### config.mk
export PLATFORM = sky130hd
export DESIGN_NAME = chunked_instruction_register
export DESIGN_NICKNAME = d
export VERILOG_FILES = /design/src/rtl/ir_pkg.sv /design/src/rtl/ir_chunk_buffer.sv /design/src/rtl/chunked_instruction_register.sv
export SDC_FILE = /design/constraint.sdc
export NUM_CORES = 1
export LEC_CHECK = 0
export CAP_MARGIN = 20
export CORE_MARGIN = 2
export CORE_UTILIZATION = 60
export CTS_CLUSTER_SIZE = 8
export DETAILED_ROUTE_END_ITERATION = 8
export DONT_BUFFER_PORTS = 1
export MAX_ROUTING_LAYER = met4
export PLACE_DENSITY = 0.77
export REMOVE_ABC_BUFFERS = 1
export SYNTH_ARGS = -nofsm -noshare
export SYNTH_HDL_FRONTEND = slang
export SYNTH_HIERARCHICAL = 1
export SYNTH_SLANG_ARGS = --single-unit
### constraint.sdc
create_clock -name i_clk -period 1.8 [get_ports i_clk]
set_input_delay 0.36 -clock i_clk [delete_from_list [all_inputs] [get_ports i_clk]]
set_output_delay 0.36 -clock i_clk [all_outputs]
set_load 0.005 [all_outputs]
### src/rtl/ir_pkg.sv
// Shared types and mode encodings for the chunked instruction register.
package ir_pkg;
  typedef enum logic [1:0] {EMPTY, FILLING, FULL} ir_state_e;
  localparam logic IR_MODE_ADDR = 1'b0;
  localparam logic IR_MODE_SEQ  = 1'b1;
endpackage

### src/rtl/ir_chunk_buffer.sv
// One chunk buffer: data, written-mask and sequential pointer, with clear/restart/transfer.
// The o_nxt_* outputs show the state after this cycle's write only, so a peer buffer can take them.
module ir_chunk_buffer
  import ir_pkg::*;
#(
  parameter int CHUNK_W    = 8,
  parameter int NUM_CHUNKS = 2,
  localparam int SEL_W     = $clog2(NUM_CHUNKS)
) (
  input  logic                                i_clk,
  input  logic                                i_rst,
  input  logic                                i_clear,
  input  logic                                i_restart,
  input  logic                                i_xfer,
  input  logic                                i_wr,
  input  logic                                i_mode,
  input  logic [SEL_W-1:0]                    i_sel,
  input  logic [CHUNK_W-1:0]                  i_data,
  input  logic [NUM_CHUNKS-1:0][CHUNK_W-1:0]  i_xfer_data,
  input  logic [NUM_CHUNKS-1:0]               i_xfer_mask,
  input  logic [SEL_W-1:0]                    i_xfer_ptr,
  output logic [NUM_CHUNKS-1:0][CHUNK_W-1:0]  o_data,
  output logic [NUM_CHUNKS-1:0]               o_mask,
  output logic [SEL_W-1:0]                    o_ptr,
  output logic [NUM_CHUNKS-1:0][CHUNK_W-1:0]  o_nxt_data,
  output logic [NUM_CHUNKS-1:0]               o_nxt_mask,
  output logic [SEL_W-1:0]                    o_nxt_ptr,
  output logic                                o_complete
);
  logic [NUM_CHUNKS-1:0][CHUNK_W-1:0] r_data;
  logic [NUM_CHUNKS-1:0]              r_mask;
  logic [SEL_W-1:0]                   r_ptr;
  logic [SEL_W-1:0]                   w_idx;

  always_comb begin
    w_idx      = (i_mode == IR_MODE_SEQ) ? r_ptr : i_sel;
    o_nxt_data = r_data;
    o_nxt_mask = r_mask;
    o_nxt_ptr  = r_ptr;
    if (i_wr && (32'(w_idx) < NUM_CHUNKS)) begin
      o_nxt_data[w_idx] = i_data;
      o_nxt_mask[w_idx] = 1'b1;
    end
    if (i_wr && (i_mode == IR_MODE_SEQ))
      o_nxt_ptr = (32'(r_ptr) == NUM_CHUNKS - 1) ? '0 : r_ptr + SEL_W'(1);
  end

  always_ff @(posedge i_clk or posedge i_rst) begin
    if (i_rst) begin
      r_data <= '0;
      r_mask <= '0;
      r_ptr  <= '0;
    end else if (i_clear) begin
      r_data <= '0;
      r_mask <= '0;
      r_ptr  <= '0;
    end else if (i_xfer) begin
      // Only written chunks move; unwritten ones keep the previous instruction's bytes.
      for (int k = 0; k < NUM_CHUNKS; k++)
        if (i_xfer_mask[k]) r_data[k] <= i_xfer_data[k];
      r_mask <= i_xfer_mask;
      r_ptr  <= i_xfer_ptr;
    end else if (i_restart) begin
      r_mask <= '0;
      r_ptr  <= '0;
    end else begin
      r_data <= o_nxt_data;
      r_mask <= o_nxt_mask;
      r_ptr  <= o_nxt_ptr;
    end
  end

  assign o_data     = r_data;
  assign o_mask     = r_mask;
  assign o_ptr      = r_ptr;
  assign o_complete = &r_mask;
endmodule

### src/rtl/chunked_instruction_register.sv
// Assembles an IR_W-bit instruction from CHUNK_W-bit transfers, handed off via valid/consume.
// Define IR_PREFETCH_EN to add a shadow buffer that accepts writes while the main one is full.
module chunked_instruction_register
  import ir_pkg::*;
#(
  parameter int CHUNK_W    = 8,
  parameter int NUM_CHUNKS = 2,
  localparam int SEL_W     = $clog2(NUM_CHUNKS),
  localparam int IR_W      = CHUNK_W * NUM_CHUNKS
) (
  input  logic               i_clk,
  input  logic               i_rst,
  input  logic [CHUNK_W-1:0] i_data,
  input  logic               i_write,
  input  logic [SEL_W-1:0]   i_sel,
  input  logic               i_mode,
  input  logic               i_clear,
  input  logic               i_consume,
  output logic [IR_W-1:0]    o_ir_out,
  output logic               o_valid,
  output logic [SEL_W-1:0]   o_chunk_ptr,
  output logic               o_overrun
);
  ir_state_e r_state;
  logic      r_valid, r_overrun;

  logic w_full, w_consume, w_drop, w_main_wr, w_main_xfer, w_main_restart;
  logic [NUM_CHUNKS-1:0][CHUNK_W-1:0] w_main_data, w_main_nxt_data, w_xfer_data;
  logic [NUM_CHUNKS-1:0]              w_main_mask, w_main_nxt_mask, w_xfer_mask, w_next_mask;
  logic [SEL_W-1:0]                   w_main_ptr, w_main_nxt_ptr, w_xfer_ptr;
  logic                               w_main_complete;

  assign w_full    = (r_state == FULL);
  assign w_consume = i_consume && w_full;
  assign w_main_wr = i_write && !w_full;

  ir_chunk_buffer #(.CHUNK_W(CHUNK_W), .NUM_CHUNKS(NUM_CHUNKS)) u_main (
    .i_clk(i_clk), .i_rst(i_rst), .i_clear(i_clear), .i_restart(w_main_restart),
    .i_xfer(w_main_xfer), .i_wr(w_main_wr), .i_mode(i_mode), .i_sel(i_sel), .i_data(i_data),
    .i_xfer_data(w_xfer_data), .i_xfer_mask(w_xfer_mask), .i_xfer_ptr(w_xfer_ptr),
    .o_data(w_main_data), .o_mask(w_main_mask), .o_ptr(w_main_ptr),
    .o_nxt_data(w_main_nxt_data), .o_nxt_mask(w_main_nxt_mask), .o_nxt_ptr(w_main_nxt_ptr),
    .o_complete(w_main_complete)
  );

`ifdef IR_PREFETCH_EN
  logic w_sh_wr, w_sh_complete;
  logic [NUM_CHUNKS-1:0][CHUNK_W-1:0] w_sh_data;
  logic [NUM_CHUNKS-1:0]              w_sh_mask;
  logic [SEL_W-1:0]                   w_sh_ptr;

  // A full shadow still takes a write in the consume cycle; it lands in main via the transfer.
  assign w_sh_wr = i_write && w_full && (!w_sh_complete || w_consume);
  assign w_drop  = i_write && w_full && w_sh_complete && !w_consume;

  ir_chunk_buffer #(.CHUNK_W(CHUNK_W), .NUM_CHUNKS(NUM_CHUNKS)) u_shadow (
    .i_clk(i_clk), .i_rst(i_rst), .i_clear(i_clear), .i_restart(w_consume),
    .i_xfer(1'b0), .i_wr(w_sh_wr), .i_mode(i_mode), .i_sel(i_sel), .i_data(i_data),
    .i_xfer_data('0), .i_xfer_mask('0), .i_xfer_ptr('0),
    .o_data(w_sh_data), .o_mask(w_sh_mask), .o_ptr(w_sh_ptr),
    .o_nxt_data(w_xfer_data), .o_nxt_mask(w_xfer_mask), .o_nxt_ptr(w_xfer_ptr),
    .o_complete(w_sh_complete)
  );

  assign w_main_xfer    = w_consume;
  assign w_main_restart = 1'b0;
  assign w_next_mask    = w_consume ? w_xfer_mask : w_main_nxt_mask;

  logic w_unused;
  assign w_unused = ^{w_main_mask, w_main_nxt_data, w_main_nxt_ptr, w_main_complete,
                      w_sh_data, w_sh_mask, w_sh_ptr};
`else
  assign w_drop         = i_write && w_full;
  assign w_main_xfer    = 1'b0;
  assign w_main_restart = w_consume;
  assign w_xfer_data    = '0;
  assign w_xfer_mask    = '0;
  assign w_xfer_ptr     = '0;
  assign w_next_mask    = w_consume ? '0 : w_main_nxt_mask;

  logic w_unused;
  assign w_unused = ^{w_main_mask, w_main_nxt_data, w_main_nxt_ptr, w_main_complete};
`endif

  always_ff @(posedge i_clk or posedge i_rst) begin
    if (i_rst) begin
      r_state   <= EMPTY;
      r_valid   <= 1'b0;
      r_overrun <= 1'b0;
    end else if (i_clear) begin
      r_state   <= EMPTY;
      r_valid   <= 1'b0;
      r_overrun <= 1'b0;
    end else begin
      if (&w_next_mask)      r_state <= FULL;
      else if (|w_next_mask) r_state <= FILLING;
      else                   r_state <= EMPTY;
      r_valid <= &w_next_mask;
      if (w_drop) r_overrun <= 1'b1;
    end
  end

  assign o_ir_out    = w_main_data;
  assign o_valid     = r_valid;
  assign o_chunk_ptr = w_main_ptr;
  assign o_overrun   = r_overrun;
endmodule

==> results of run 1 <==
[critical path, cell delays in order (launching register included)]
cell and delay (ns):
dfrtp_1 0.40, nand3b_1 0.19, inv_1 0.12, nor2b_1 0.19
a21o_1 0.28, a22oi_1 0.17, o2bb2ai_1 0.19
[path summary, 6_finish.rpt]
kind / to / from / cells after the start
max: u_main/o_data[0] / r_state[0] / 6
min: u_main/o_data[9] / i_rst / 1
max reg2reg: u_main/o_data[0] / r_state[0] / 6
min reg2reg: o_overrun / o_overrun / 2
max in group asynchronous: u_main/o_data[12] / i_rst / 1
min in group i_clk: o_overrun / i_clear / 1
[through the flow]
stage,util (%),std cells,power [µW],setup WS (ns)
floorplan,-,139,729,0.114
global placement,68.1,172,763,0.136
detailed placement,68.1,172,777,0.0914
CTS,69.6,176,1000,0.0678
global route,69.6,176,1050,0.0909
finish,69.6,176,993,0.174
[per-layer routing]
metal  share of wire (%)  track usage, %
met1                  39            31.4
met2                  52            46.1
met3                 7.2            6.14
met4                 1.1            11.3
met5                   0               -
[layout by cell type, fill, tap and decap left out, drive strengths merged, types with 3 or more instances in the layout]
cell type and count:
buf 5, inv 7, clkbuf 3, conb 27
dfrtp 22, and2 3, mux2 23, o2bb2ai 15
a22oi 16, nand2b 3, nor2b 4
[flip-flops by register name, indices dropped and copies added, names as in the netlist]
| register | count |
|---|---|
| u_main/o_data | 16 |
| o_overrun | 1 |
| u_main/o_ptr | 1 |
| r_state | 2 |
| u_main/o_mask | 2 |
[what timing repair did]
action,CTS,global route
endpoints found under the hold margin,3,0
endpoints found under the setup margin,0,3
buffers inserted,0,0
resized for setup,0,1
hold buffers,1,0
[layout make-up]
type / instances / share of cell area [%]
clock buffer: 3 / 1.51
inverter: 7 / 1.76
multi-input combinational: 110 / 54.4
sequential: 22 / 36.8
tap: 28 / 2.34
timing repair buffer: 6 / 3.18
[report_power, final]
group | internal [µW] | switching (µW)
Sequential | 530 | 34.5
Combinational | 109 | 101
Clock | 78.0 | 141
==> results.json, run 1 <==
{
  "cts_sinks": 22,
  "fillers": 170,
  "synth_area_um2": 1340,
  "fin_skew_ns": 0.00211,
  "drive_gt1_share_pct": 22.3,
  "drt_iter0_markers": 19,
  "clock_path_buffers": 2,
  "p_per_area_nw_per_um2": 664,
  "register_area_um2": 551,
  "slew_viol_final": 0,
  "clock_latency_ns": 0.30,
  "fmax_mhz": 615,
  "antenna_found_initial": 0,
  "start_util_pct": 62.1,
  "postPlaceCellArea_um2": 1460,
  "crit_arrival_ns": 1.85,
  "drc": 0,
  "cts_inserted_buffers": 3,
  "cap_violations": 0,
  "hp-class": "in -> async",
  "num_vias": 1027,
  "setup-violations-final": 0,
  "dr.pass1.iters": 4,
  "cts.htree.levels": 1,
  "die_x_um": 51.2,
  "syn_inst": 121,
  "gp_congestion": 0.751,
  "end_kind": "flop",
  "rows": 17,
  "finalWirelength_um": 2970,
  "design_area_um2": 1500,
  "multi_input_area_um2": 813,
  "io_buffers": 0,
  "drtAntennaViolNets": 0,
  "cts_tree": "done",
  "tns_ns": 0,
  "worstMarginPinSlew_ns": 0.744,
  "hpwlAfterDp_um": 2120,
  "pin_count": 34,
  "crit_fanout": 8,
  "worst_hold_slack_ns": 0.0588,
  "regToRegSetupSlack_ns": 0.17,
  "syn2layout_area_growth_pct": 12.0,
  "status": "finished, final reports clean",
  "track_usage_pct": 27.3,
  "required_ns": 2.02,
  "finalHoldViolCount": 0,
  "nets": 166,
  "grt_max_degree": 23,
  "wl_per_cell_um": 16.8,
  "cp-start-kind": "flop",
  "grt_overflow": 0,
  "fin_crit_sh_pct": 90.3,
  "grt_first_pass_wirelength_um": 5040,
  "max_slew_margin_pct": 50.4,
  "routed_via_density": 5.84,
  "die_h_um": 51.2,
  "p_leak_uw": 0.000707,
  "rsz0062_at_grt": "no",
  "yosysWarnings": 6,
  "path_clk_slew_ns": 0.12,
  "diodes": 0,
  "grt_pass1_vias": 1132,
  "fp.coreArea_um2": 2150,
  "ir_drop_v": 0.000543,
  "syn_area_per_cell_um2": 11.0,
  "critical_path_class": "reg -> reg",
  "layout_min_cycle_time_ns": 1.63,
  "die-area_um2": 2620,
  "ctsRootBufferMaster": "clkbuf_4"
}
Power figures use the tool's default switching activity.
==> inputs of run 2 (changes only) <==
--- a/config.mk
+++ b/config.mk
@@ -11,6 +11,7 @@
 export CTS_CLUSTER_SIZE = 8
 export DETAILED_ROUTE_END_ITERATION = 8
 export DONT_BUFFER_PORTS = 1
+export GPL_ROUTABILITY_DRIVEN = 0
 export MAX_ROUTING_LAYER = met4
 export PLACE_DENSITY = 0.77
 export REMOVE_ABC_BUFFERS = 1
==> results of run 2 <==
No change in the layout: final DEF, timing and power equal those of run 1.
==> inputs of run 3 (changes only) <==
--- a/config.mk
+++ b/config.mk
@@ -5,6 +5,7 @@
 export SDC_FILE = /design/constraint.sdc
 export NUM_CORES = 1
 export LEC_CHECK = 0
+export ABC_AREA = 1
 export CAP_MARGIN = 20
 export CORE_MARGIN = 2
 export CORE_UTILIZATION = 60
@@ -14,7 +15,6 @@
 export GPL_ROUTABILITY_DRIVEN = 0
 export MAX_ROUTING_LAYER = met4
 export PLACE_DENSITY = 0.77
-export REMOVE_ABC_BUFFERS = 1
 export SYNTH_ARGS = -nofsm -noshare
 export SYNTH_HDL_FRONTEND = slang
 export SYNTH_HIERARCHICAL = 1
==> run 3 against run 2 <==
- die area is 6.1% higher
- final area is 4.1% higher
- final cell count is 49% higher
- register-to-register slack hardly changed
- global-route usage is 1.7 points lower
- largest cell class unchanged
- core utilization is 0.094 points higher
- sequential share of layout area is 1.5 points lower
==> results.json, run 3 <==
{
  "design_area_um2": 1560,
  "postPlaceCellArea_um2": 1510,
  "die-area_um2": 2780,
  "hpwlAfterDp_um": 2310,
  "grt_max_degree": 34,
  "clock_path_buffers": 2,
  "pin_count": 34,
  "clock_latency_ns": 0.31,
  "io_buffers": 0,
  "mostFrequentLayoutCells": "nand2_1 (76), nor2_1 (34), nand3_1 (28), conb_1 (23), dfrtp_1 (22)",
  "wl_per_cell_um": 11.6,
  "grt_first_pass_wirelength_um": 5150,
  "num_vias": 1318,
  "worst_hold_slack_ns": 0.0434,
  "max_slew_margin_pct": 50.6,
  "largest_register_ffs": 16,
  "reg2regPathDepth": 9,
  "grt_overflow": 0,
  "routed_via_density": 5.03,
  "track_usage_pct": 25.6,
  "final_common_cell": "nand2_1",
  "cap_violations": 0,
  "die_h_um": 52.7,
  "tns_ns": 0,
  "fp.coreArea_um2": 2230,
  "regToRegStartpoint": "r_state[1]",
  "cp-start-kind": "flop",
  "cts_resized": 0,
  "critical_path_class": "reg -> reg",
  "finalHoldViolCount": 0,
  "die_x_um": 52.7,
  "p_seq_share_pct": 52.9,
  "p_int_uw": 734,
  "drt_iter0_markers": 21,
  "required_ns": 2.02,
  "fin_skew_ns": 0.000744,
  "p_per_area_nw_per_um2": 692,
  "p_sw_uw": 343,
  "hp-class": "in -> async",
  "drtAntennaViolNets": 0,
  "cts.htree.levels": 1,
  "syn_area_per_cell_um2": 6.75,
  "ir_drop_v": 0.000545,
  "synth_area_um2": 1420,
  "p_leak_uw": 0.000905,
  "setup-violations-final": 0,
  "start_util_pct": 63.8,
  "status": "finished, final reports clean",
  "end_kind": "flop",
  "drive_gt1_share_pct": 8.55,
  "grt_pass1_vias": 1215,
  "diodes": 0,
  "layout_min_cycle_time_ns": 1.62,
  "crit_arrival_ns": 1.84,
  "path_clk_slew_ns": 0.12,
  "antenna_found_initial": 0,
  "regToRegSetupSlack_ns": 0.18,
  "p_comb_share_pct": 21.1,
  "reg2reg_to": "r_state[0]",
  "ctsRootBufferMaster": "clkbuf_4",
  "syn_inst": 211,
  "syn2layout_area_growth_pct": 9.31,
  "fmax_mhz": 617,
  "fin_crit_sh_pct": 90.0,
  "drc": 0,
  "worstMarginPinSlew_ns": 0.740,
  "rsz0062_at_grt": "no",
  "yosysWarnings": 6,
  "cts_inserted_buffers": 3,
  "switching_share_pct": 31.8,
  "crit_fanout": 19,
  "cts_sinks": 22,
  "clock_power_share_pct": 26.0,
  "cts_tree": "done",
  "dr.pass1.iters": 6,
  "rows": 17,
  "finalWirelength_um": 3050,
  "slew_viol_final": 0,
  "nets": 251
}
run 3: final cells by class:
type / count / area (µm²)
flip-flops and latches: 22 / 551
well taps: 28 / 35.0
inverters: 20 / 75.1
multi-input cells: 186 / 842
clock buffers: 4 / 36.3
fillers: 188 / 677
repair buffers: 2 / 17.5
run 3: per-layer routing:
metal  wire length [µm]  up-vias  track usage (%)  share of wire (%)
li1                   -      689                -                  -
met1               1360      594             29.3                 44
met2               1520       30             44.0                 50
met3                135        5             5.71                4.4
met4                 41        0             8.97                1.3
met5                  0        -                -                  0
run 3: worst max path at each step:
stage | start | to | slack, ns | cells past startpoint
after detailed placement | r_state[1] | r_state[0] | 0.20 | 9
after global placement | r_state[1] | r_state[0] | 0.23 | 9
after CTS | r_state[1] | r_state[0] | 0.18 | 9
final | r_state[1] | r_state[0] | 0.18 | 9
after global routing | r_state[1] | r_state[0] | 0.03 | 9
after floorplan | r_state[1] | r_state[0] | 0.35 | 9
run 3: repair_timing:
| action | 4_1_cts | 5_1_grt |
|---|---|---|
| hold endpoints to repair | 3 | 0 |
| setup buffers | 0 | 0 |
| hold buffers | 1 | 0 |
| setup endpoints to repair | 0 | 0 |
run 3: through the flow:
| stage | instances | util, % | total power [µW] | setup WS (ns) |
|---|---|---|---|---|
| after floorplan | 233 | - | 766 | 0.345 |
| after global placement | 257 | 67.6 | 792 | 0.234 |
| after global routing | 262 | 69.7 | 1150 | 0.0304 |
| after CTS | 262 | 69.7 | 1080 | 0.180 |
| after detailed placement | 257 | 67.6 | 800 | 0.203 |
| final | 262 | 69.7 | 1080 | 0.180 |
run 3: critical path: stages, from the launching register on:
cell and delay (ns):
dfrtp_1 0.44, a21boi_1 0.17, buf_4 0.25, nand3_4 0.16, nand2_1 0.10, nand2_1 0.05
inv_1 0.05, ha_1 0.22, inv_1 0.05, nor2_1 0.03
run 3: power by group through the flow:
stage / clock network [µW] / logic (µW) / registers (µW)
2_1_floorplan: 0 / 195 / 571
3_3_place_gp: 0 / 213 / 579
3_5_place_dp: 0 / 220 / 580
4_1_cts: 291 / 223 / 570
5_1_grt: 308 / 266 / 576
6_report: 280 / 227 / 569
